[src/rtl/register_ram_if.sv]
// Bus bundle for register_ram: write data, write enable, shared address, clear request,
// read data and the busy flag of the clear sweep.
interface register_ram_if #(
    parameter int WIDTH     = 16,
    parameter int ADDR_BITS = 3
);
    logic [WIDTH-1:0]     in;
    logic                 load;
    logic [ADDR_BITS-1:0] address;
    logic                 clear;
    logic [WIDTH-1:0]     out;
    logic                 busy;

    modport master (
        output in, load, address, clear,
        input  out, busy
    );

    modport slave (
        input  in, load, address, clear,
        output out, busy
    );
endinterface

[src/rtl/register_ram.sv]
// Word-addressed register RAM with one write port, one combinational read port sharing
// the address, and a sequencer that zeroes every word one per cycle after reset or clear.
module register_ram #(
    parameter int WIDTH     = 16,
    parameter int ADDR_BITS = 3
) (
    input  logic           clock,
    input  logic           reset,
    register_ram_if.slave  bus
);
    localparam int DEPTH = 2 ** ADDR_BITS;

    typedef enum logic {
        IDLE  = 1'b0,
        CLEAR = 1'b1
    } state_t;

    state_t               state;
    logic [ADDR_BITS-1:0] cnt;
    logic [WIDTH-1:0]     mem [DEPTH];

    // Storage itself is never reset; the sweep is the only thing that zeroes it.
    always_ff @(posedge clock) begin
        if (reset) begin
            state <= CLEAR;
            cnt   <= '0;
        end else begin
            case (state)
                CLEAR: begin
                    mem[cnt] <= '0;
                    cnt      <= cnt + 1'b1;
                    if (&cnt) begin
                        state <= IDLE;
                    end
                end
                IDLE: begin
                    if (bus.clear) begin
                        state <= CLEAR;
                        cnt   <= '0;
                    end else if (bus.load) begin
                        mem[bus.address] <= bus.in;
                    end
                end
                default: begin
                    state <= CLEAR;
                    cnt   <= '0;
                end
            endcase
        end
    end

    assign bus.busy = (state == CLEAR);

    // Reads are masked during a sweep so half-cleared contents never leak out.
    assign bus.out = (state == CLEAR) ? '0 : mem[bus.address];
endmodule
[src/flat_wrapper.sv]
// flat-port wrapper written by rule: the top's interface ports become plain ports
module register_ram_flat 
#(
    parameter int WIDTH     = 16,
    parameter int ADDR_BITS = 3
)
  (clock, reset, bus_in, bus_load, bus_address, bus_clear, bus_out, bus_busy);
  register_ram_if #(.WIDTH(WIDTH), .ADDR_BITS(ADDR_BITS)) bus_i ();
  input  logic clock;
  input  logic reset;
  input wire logic [$bits(bus_i.in)-1:0] bus_in;
  input wire logic [$bits(bus_i.load)-1:0] bus_load;
  input wire logic [$bits(bus_i.address)-1:0] bus_address;
  input wire logic [$bits(bus_i.clear)-1:0] bus_clear;
  output wire logic [$bits(bus_i.out)-1:0] bus_out;
  output wire logic [$bits(bus_i.busy)-1:0] bus_busy;
  assign bus_i.in = bus_in;
  assign bus_i.load = bus_load;
  assign bus_i.address = bus_address;
  assign bus_i.clear = bus_clear;
  assign bus_out = bus_i.out;
  assign bus_busy = bus_i.busy;
  register_ram #(.WIDTH(WIDTH), .ADDR_BITS(ADDR_BITS)) u_core (.clock(clock), .reset(reset), .bus(bus_i));
endmodule
[config.mk]
export PLATFORM = sky130hd
export DESIGN_NAME = register_ram_flat
export DESIGN_NICKNAME = d
export VERILOG_FILES = /design/src/rtl/register_ram_if.sv /design/src/rtl/register_ram.sv /design/src/flat_wrapper.sv
export SDC_FILE = /design/constraint.sdc
export NUM_CORES = 1
export LEC_CHECK = 0
export ABC_AREA = 1
export CORE_ASPECT_RATIO = 0.5
export CORE_MARGIN = 1.5
export CORE_UTILIZATION = 45
export DETAILED_ROUTE_END_ITERATION = 8
export GPL_TIMING_DRIVEN = 0
export PLACE_DENSITY = 0.66
export SYNTH_ARGS = -nofsm -noshare
export SYNTH_HDL_FRONTEND = slang
export SYNTH_SLANG_ARGS = --single-unit
[constraint.sdc]
create_clock -name clock -period 2.1 [get_ports clock]
set_input_delay 0.42 -clock clock [delete_from_list [all_inputs] [get_ports clock]]
set_output_delay 0.42 -clock clock [all_outputs]
set_load 0.01 [all_outputs]
==> flow_summary.yaml <==
status:
  status: "completed"
worst_setup_path:
  crit_path_start_kind: "primary input"
  worstSetupPathType: "primary input to flip-flop"
  critPathArrivalTime_ns: 2.16
  cp-end-kind: "flip-flop"
  crit_required_ns: 2.21
  worst-path-max-fanout: 14
power_and_ir_drop:
  clkPwrFrac_pct: 47.3
  powerDensity_mw_per_mm2: 842
  pwr-share-comb_pct: 7.3
  p_leak_uw: 0.00343
  vdd_ir_drop_max_v: 0.000693
  p_seq_share_pct: 45.3
  switchingPower_uw: 1370
  p_int_uw: 5070
  p_sw_share_pct: 21.3
yosys:
  ys_seq_area_share_pct: 64.7
  synthAdderAreaFrac_pct: 0.413
  synth-main-ff-cell: "edfxtp_1"
  synth_xor_xnor_area_share_pct: 0
  async_flop_share_pct: 0
  synth_area_sq_mm: 0.00606
  yosys.area.top_type: "edfxtp_1"
  yosys.cell_types.count: 20
  synth_edf_count: 128
  yosys_warnings: 0
  synth_seq_cells: 132
  synth_simple_gate_area_share_pct: 22.4
  synth.area.mux_share_pct: 0
  synth_area_leaders: "edfxtp_1 63%, nand2_1 11%, inv_1 9.4%, nand3_1 6.8%, nor2_1 3.5%"
  avgSynthCellArea_sq_um: 9.42
  synth_compound_gate_area_share_pct: 0.433
  synth_top_family_by_area: "simple AND/OR/NAND/NOR gates"
  synth_nets: 669
  netlist.area_leader.share_pct: 63.4
  syn_inst: 644
layout:
  syn_to_final_growth_pct: 26.2
  final_common_cell: "nand2_1"
  drive_gt1_share_pct: 12.6
  layout.nets: 742
  diodes: 0
  final_cell_mix: "176 x nand2_1, 150 x inv_1, 128 x edfxtp_1"
  finalCoreUtilization_pct: 59.3
timing:
  max_freq_mhz: 489
  setup_viol: 0
  tightest_slew_ns: 0.499
  setup_tns_ns: 0
  final_hold_viol_count: 0
  min_period_over_period_pct: 97.3
  skew_ns: 0.00836
  holdWs_ns: 0.508
  rsz0062_at_grt: "yes"
  maxSlewHeadroom_pct: 66.6
  period_minus_slack_ns: 2.04
  drv_slew: 0
routing:
  met3_length_microns: 1220
  viasPerCell: 4.88
  wl_per_cell_microns: 16.2
  drcViolationCount: 0
  wl_microns: 14500
  via_count: 4388
  detail-route-antenna-nets: 0
  wl_met2_microns: 6690
  topRoutingLayerUsed: "met4"
  wl_met1_microns: 6450
  drt_first_pass_iters: 6
  drt_iter0_drc: 422
placement:
  globalplace.congestion: 0.793
  portBuffers: 37
  hpwl_microns: 9500
floorplanning:
  start_util_pct: 46.9
  design.die.area_sq_mm: 0.0142
  io_pins: 40
  core_sq_mm: 0.0129
  rows: 29
  die_w_microns: 167
  fp.dieH_microns: 85.1
clock_tree:
  clkSinkCount: 132
  path_clk_slew_ns: 0.06
  htreeDepth: 4
  clk_latency_ns: 0.41
  cts_buffers: 17
  clock_tree.root_cell: "clkbuf_16"
  cts_tree: "built"
  max-clock-path-buffers: 2
global_routing:
  grt_start_max_net_pins: 17
  grt_pass1_vias: 4259
  grt_use_total_pct: 21.6
  grt-ovfl-total: 0
  antenna_found_initial: 0
  grt_first_pass_wirelength_microns: 22300
run:
  cap_violations: 0
worst_hold_path:
  hold_class: "flip-flop to flip-flop"
==> area by class of cell <==
cell class	count	area, sq um
fill	999	5260
buffer	28	278
clock inverter	14	185
timing repair buffer	54	573
clock buffer	18	429
inverter	153	586
multi-input combinational	331	1470
tap	170	213
sequential	132	3930
==> worst paths after layout <==
check        cells past startpoint                 to             from  slack (ns)
min                              1      u_core.cnt[0]    u_core.cnt[0]        0.51
max reg2reg                      6  u_core.mem[0][10]  u_core.bus.busy        0.15
max                              8   u_core.mem[3][1]            reset        0.06
min reg2reg                      1      u_core.cnt[0]    u_core.cnt[0]        0.51
==> power by group through the flow <==
stage | Combinational [uW] | Clock [uW] | Sequential [uW]
finish | 473 | 3050 | 2920
global route | 519 | 3190 | 2920
CTS | 434 | 3060 | 2920
detailed placement | 405 | 0 | 2970
global placement | 371 | 0 | 2980
floorplan | 238 | 0 | 2970
==> layer usage <==
| metal | GRT usage, % | up-vias |
|---|---|---|
| li1 | - | 2157 |
| met1 | 29.5 | 2041 |
| met2 | 34.3 | 173 |
| met3 | 5.08 | 17 |
| met4 | 7.29 | 0 |
| met5 | 0 | - |
==> what timing repair did <==
item | CTS | global route
endpoints found under the setup margin | 66 | 106
hold buffers | 0 | 0
pin swaps | 0 | 7
setup buffers | 1 | 8
gates resized for setup | 66 | 17
==> metrics by stage <==
| step | cell area (sq um) | instances | power, uW | worst slack (ns) |
|---|---|---|---|---|
| 2_1_floorplan | 6060 | 644 | 3210 | 0.0154 |
| 6_report | 7650 | 900 | 6440 | 0.0562 |
| 5_1_grt | 7650 | 900 | 6630 | -0.0111 |
| 3_3_place_gp | 6650 | 851 | 3350 | -1.15 |
| 4_1_cts | 7500 | 892 | 6420 | -0.122 |
| 3_5_place_dp | 6780 | 859 | 3380 | -0.861 |
==> cells in the mapped netlist (2+ instances only) <==
cell type	n
nand4_1	5
dfxtp_1	4
o21ai_0	3
inv_1	152
edfxtp_1	128
nand3_1	83
nor2_1	57
buf_4	5
buf_1	2
clkbuf_1	9
buf_2	10
ha_1	2
nand2_1	176
buf_8	2
==> cell families after synthesis <==
kind of cell / count (synthesis)
and+or+nand+nor: 324
AOI/OAI and AO/OA: 5
buffers and inverters: 181
adders and majority gates: 2
DFF: 132
==> worst max-delay path, cell delays in order <==
cell and delay, ns:
clkdlybuf4s50_1 0.41, inv_1 0.11, buf_2 0.21, nand4_1 0.13
nand2_1 0.09, nand2_1 0.20, nor2_2 0.33, buf_8 0.22
==> flip-flops by register name, indices dropped and copies added (netlist names) <==
register,cells
u_core.cnt,3
u_core.bus.busy,1
u_core.mem,128
Note: power is estimated with default switching activity, not from simulation.
==> patch: new RTL, same flow settings <==
`ADDR_BITS` is set to 3 in 3 places; all go to 4.
--- a/src/rtl/register_ram_if.sv
+++ b/src/rtl/register_ram_if.sv
@@ -3,5 +3,5 @@
 interface register_ram_if #(
     parameter int WIDTH     = 16,
-    parameter int ADDR_BITS = 3
+    parameter int ADDR_BITS = 4
 );
     logic [WIDTH-1:0]     in;
--- a/src/rtl/register_ram.sv
+++ b/src/rtl/register_ram.sv
@@ -3,5 +3,5 @@
 module register_ram #(
     parameter int WIDTH     = 16,
-    parameter int ADDR_BITS = 3
+    parameter int ADDR_BITS = 4
 ) (
     input  logic           clock,
--- a/src/flat_wrapper.sv
+++ b/src/flat_wrapper.sv
@@ -3,5 +3,5 @@
 #(
     parameter int WIDTH     = 16,
-    parameter int ADDR_BITS = 3
+    parameter int ADDR_BITS = 4
 )
   (clock, reset, bus_in, bus_load, bus_address, bus_clear, bus_out, bus_busy);
Ports: changed (resized bus_address); port bits go from 40 to 41. No check against the original RTL was run, so the function may have changed too.
==> patch against the original RTL <==
  * Synthesized area increased by 86%
  * Via count increased by 100%
  * Power increased by 74%
  * Setup slack got worse by 0.15 ns
  * Sequential cell count increased by 129
  * Routed wire length increased by 150%
  * Sequential share of layout area increased by 0.17 points
  * Critical path depth increased by 2
  * Register-to-register slack got worse by 0.12 ns
  * Count of clock-buffer cells in the layout increased by 13
  * Largest power group is now registers
  * Highest routed layer unchanged
  * The run now ends with setup timing left
  * Design area increased by 98%
  * Clock power increased by 45%
==> patch: results (changes against the original RTL) <==
<table>
<tr><th>Metric</th><th>Value</th></tr>
<tr><th colspan="2">STA</th></tr>
<tr><td>Worst Tran Pin Value</td><td>1.10 ns (+0.603 ns)</td></tr>
<tr><td>Setup violators final</td><td>30 (+30)</td></tr>
<tr><td>Final Hold Slack</td><td>0.476 ns (-0.0316 ns)</td></tr>
<tr><td>Clock skew</td><td>0.00981 ns (+0.00145 ns)</td></tr>
<tr><td>Worst setup margin</td><td>-0.0895 ns (-0.146 ns)</td></tr>
<tr><th colspan="2">Logic synthesis</th></tr>
<tr><td>Library cells used by synthesis</td><td>24 (+20%)</td></tr>
<tr><td>Proportion of synthesized chip area in sequential cells</td><td>68.9% (+4.2 points)</td></tr>
<tr><td>Most area-consuming cells after synthesis</td><td>sky130_fd_sc_hd__edfxtp_1 68%, sky130_fd_sc_hd__nand2_1 13%, sky130_fd_sc_hd__nand3_1 7.3%</td></tr>
<tr><td>Post-synthesis net count</td><td>1126 (+68%)</td></tr>
<tr><td>Number of synthesized flops with an enable pin</td><td>256 (+100%)</td></tr>
<tr><th colspan="2">Setup path</th></tr>
<tr><td>Critical path origin</td><td>bus_address[0]</td></tr>
<tr><td>Maximum fanout encountered on the critical timing path</td><td>10 (-4)</td></tr>
<tr><td>Critical Path Slowest Stage Cell</td><td>sky130_fd_sc_hd__a21oi_2</td></tr>
<tr><td>Slack of the worst reg-to-reg path</td><td>0.03 ns (-0.12 ns)</td></tr>
<tr><td>Cells on worst reg2reg path</td><td>7 (+1)</td></tr>
<tr><th colspan="2">Detailed routing</th></tr>
<tr><td>Total iterations of the first detailed-routing run</td><td>7 (+1)</td></tr>
<tr><td>Initial DRC count</td><td>1516 (+260%)</td></tr>
<tr><td>Via count</td><td>8763 (+100%)</td></tr>
<tr><th colspan="2">Power</th></tr>
<tr><td>Cell Pwr Density</td><td>742 nW/um^2 (-12%)</td></tr>
<tr><td>Switching fraction of total power</td><td>23.6% (+2.3 points)</td></tr>
<tr><th colspan="2">Finish</th></tr>
<tr><td>Multi-input comb cells</td><td>627 (+89%)</td></tr>
<tr><td>Number of fill cells in the layout</td><td>1752 (+75%)</td></tr>
<tr><td>Clock network area share</td><td>5.05% (-3.0 points)</td></tr>
<tr><td>Count of sequential standard cells</td><td>261 (+98%)</td></tr>
<tr><td>Multi-input gate share of total cell area</td><td>23.5% (+4.3 points)</td></tr>
<tr><td>Number of non-clock inverters</td><td>157 (+2.6%)</td></tr>
<tr><td>Number of flip-flops in the largest register</td><td>256 (+100%)</td></tr>
<tr><th colspan="2">Status</th></tr>
<tr><td>Outcome</td><td>complete, but fails checks</td></tr>
<tr><td>Failing checks</td><td>setup timing</td></tr>
<tr><th colspan="2">Floorplanning</th></tr>
<tr><td>Inserted tap cell count</td><td>336 (+98%)</td></tr>
<tr><th colspan="2">Clocking</th></tr>
<tr><td>Number of buffers created by CTS</td><td>25 (+8)</td></tr>
</table>
-- patch: cell count changes in the layout (fill, tap and decap cells not counted), moves of 9 or more --
cell                            before  now
sky130_fd_sc_hd__a21oi_2             0   13
sky130_fd_sc_hd__buf_12              4   22
sky130_fd_sc_hd__buf_2               6   17
sky130_fd_sc_hd__buf_6               9   18
sky130_fd_sc_hd__buf_8               9   20
sky130_fd_sc_hd__clkbuf_16          17   40
sky130_fd_sc_hd__dlygate4sd2_1      13    0
sky130_fd_sc_hd__edfxtp_1          128  256
sky130_fd_sc_hd__nand2_1           176  346
sky130_fd_sc_hd__nand2_2             1   44
sky130_fd_sc_hd__nand3_2             0   85
sky130_fd_sc_hd__nor2_1             48    5
sky130_fd_sc_hd__nor2_4              8   25
-- patch: repair_timing --
action	in CTS	in global routing
setup buffers	11	8
endpoints found under the setup margin	354	458
pin swaps	31	67
hold buffers	0	0
cloned	9	10
gates resized for setup	276	176
-- patch: power by group through the flow --
| stage | Combinational (W) | Clock [W] | Sequential [W] |
|---|---|---|---|
| floorplan | 0.000383 | 0 | 0.00583 |
| global placement | 0.000611 | 0 | 0.00584 |
| detailed placement | 0.000653 | 0 | 0.00584 |
| CTS | 0.000872 | 0.00435 | 0.00573 |
| global route | 0.00113 | 0.00458 | 0.00573 |
| finish | 0.00109 | 0.00441 | 0.00573 |
-- patch: cell families (layout without fill, tap and decap cells) --
group,count (synthesis),after routing,share of synthesized area (%)
AOI/OAI and AO/OA,29,29,1.45
DFF,261,261,68.9
buffers and inverters,213,348,7.62
and+or+nand+nor,597,597,21.9
adders and majority gates,1,1,0.111
-- patch: metal layers --
layer	up-vias	GRT usage (%)	wire (microns)
met4	0	9.80	1170
li1	3842	-	-
met3	92	4.80	4470
met1	4218	37.2	14000
met5	-	0	0
met2	611	41.3	16400
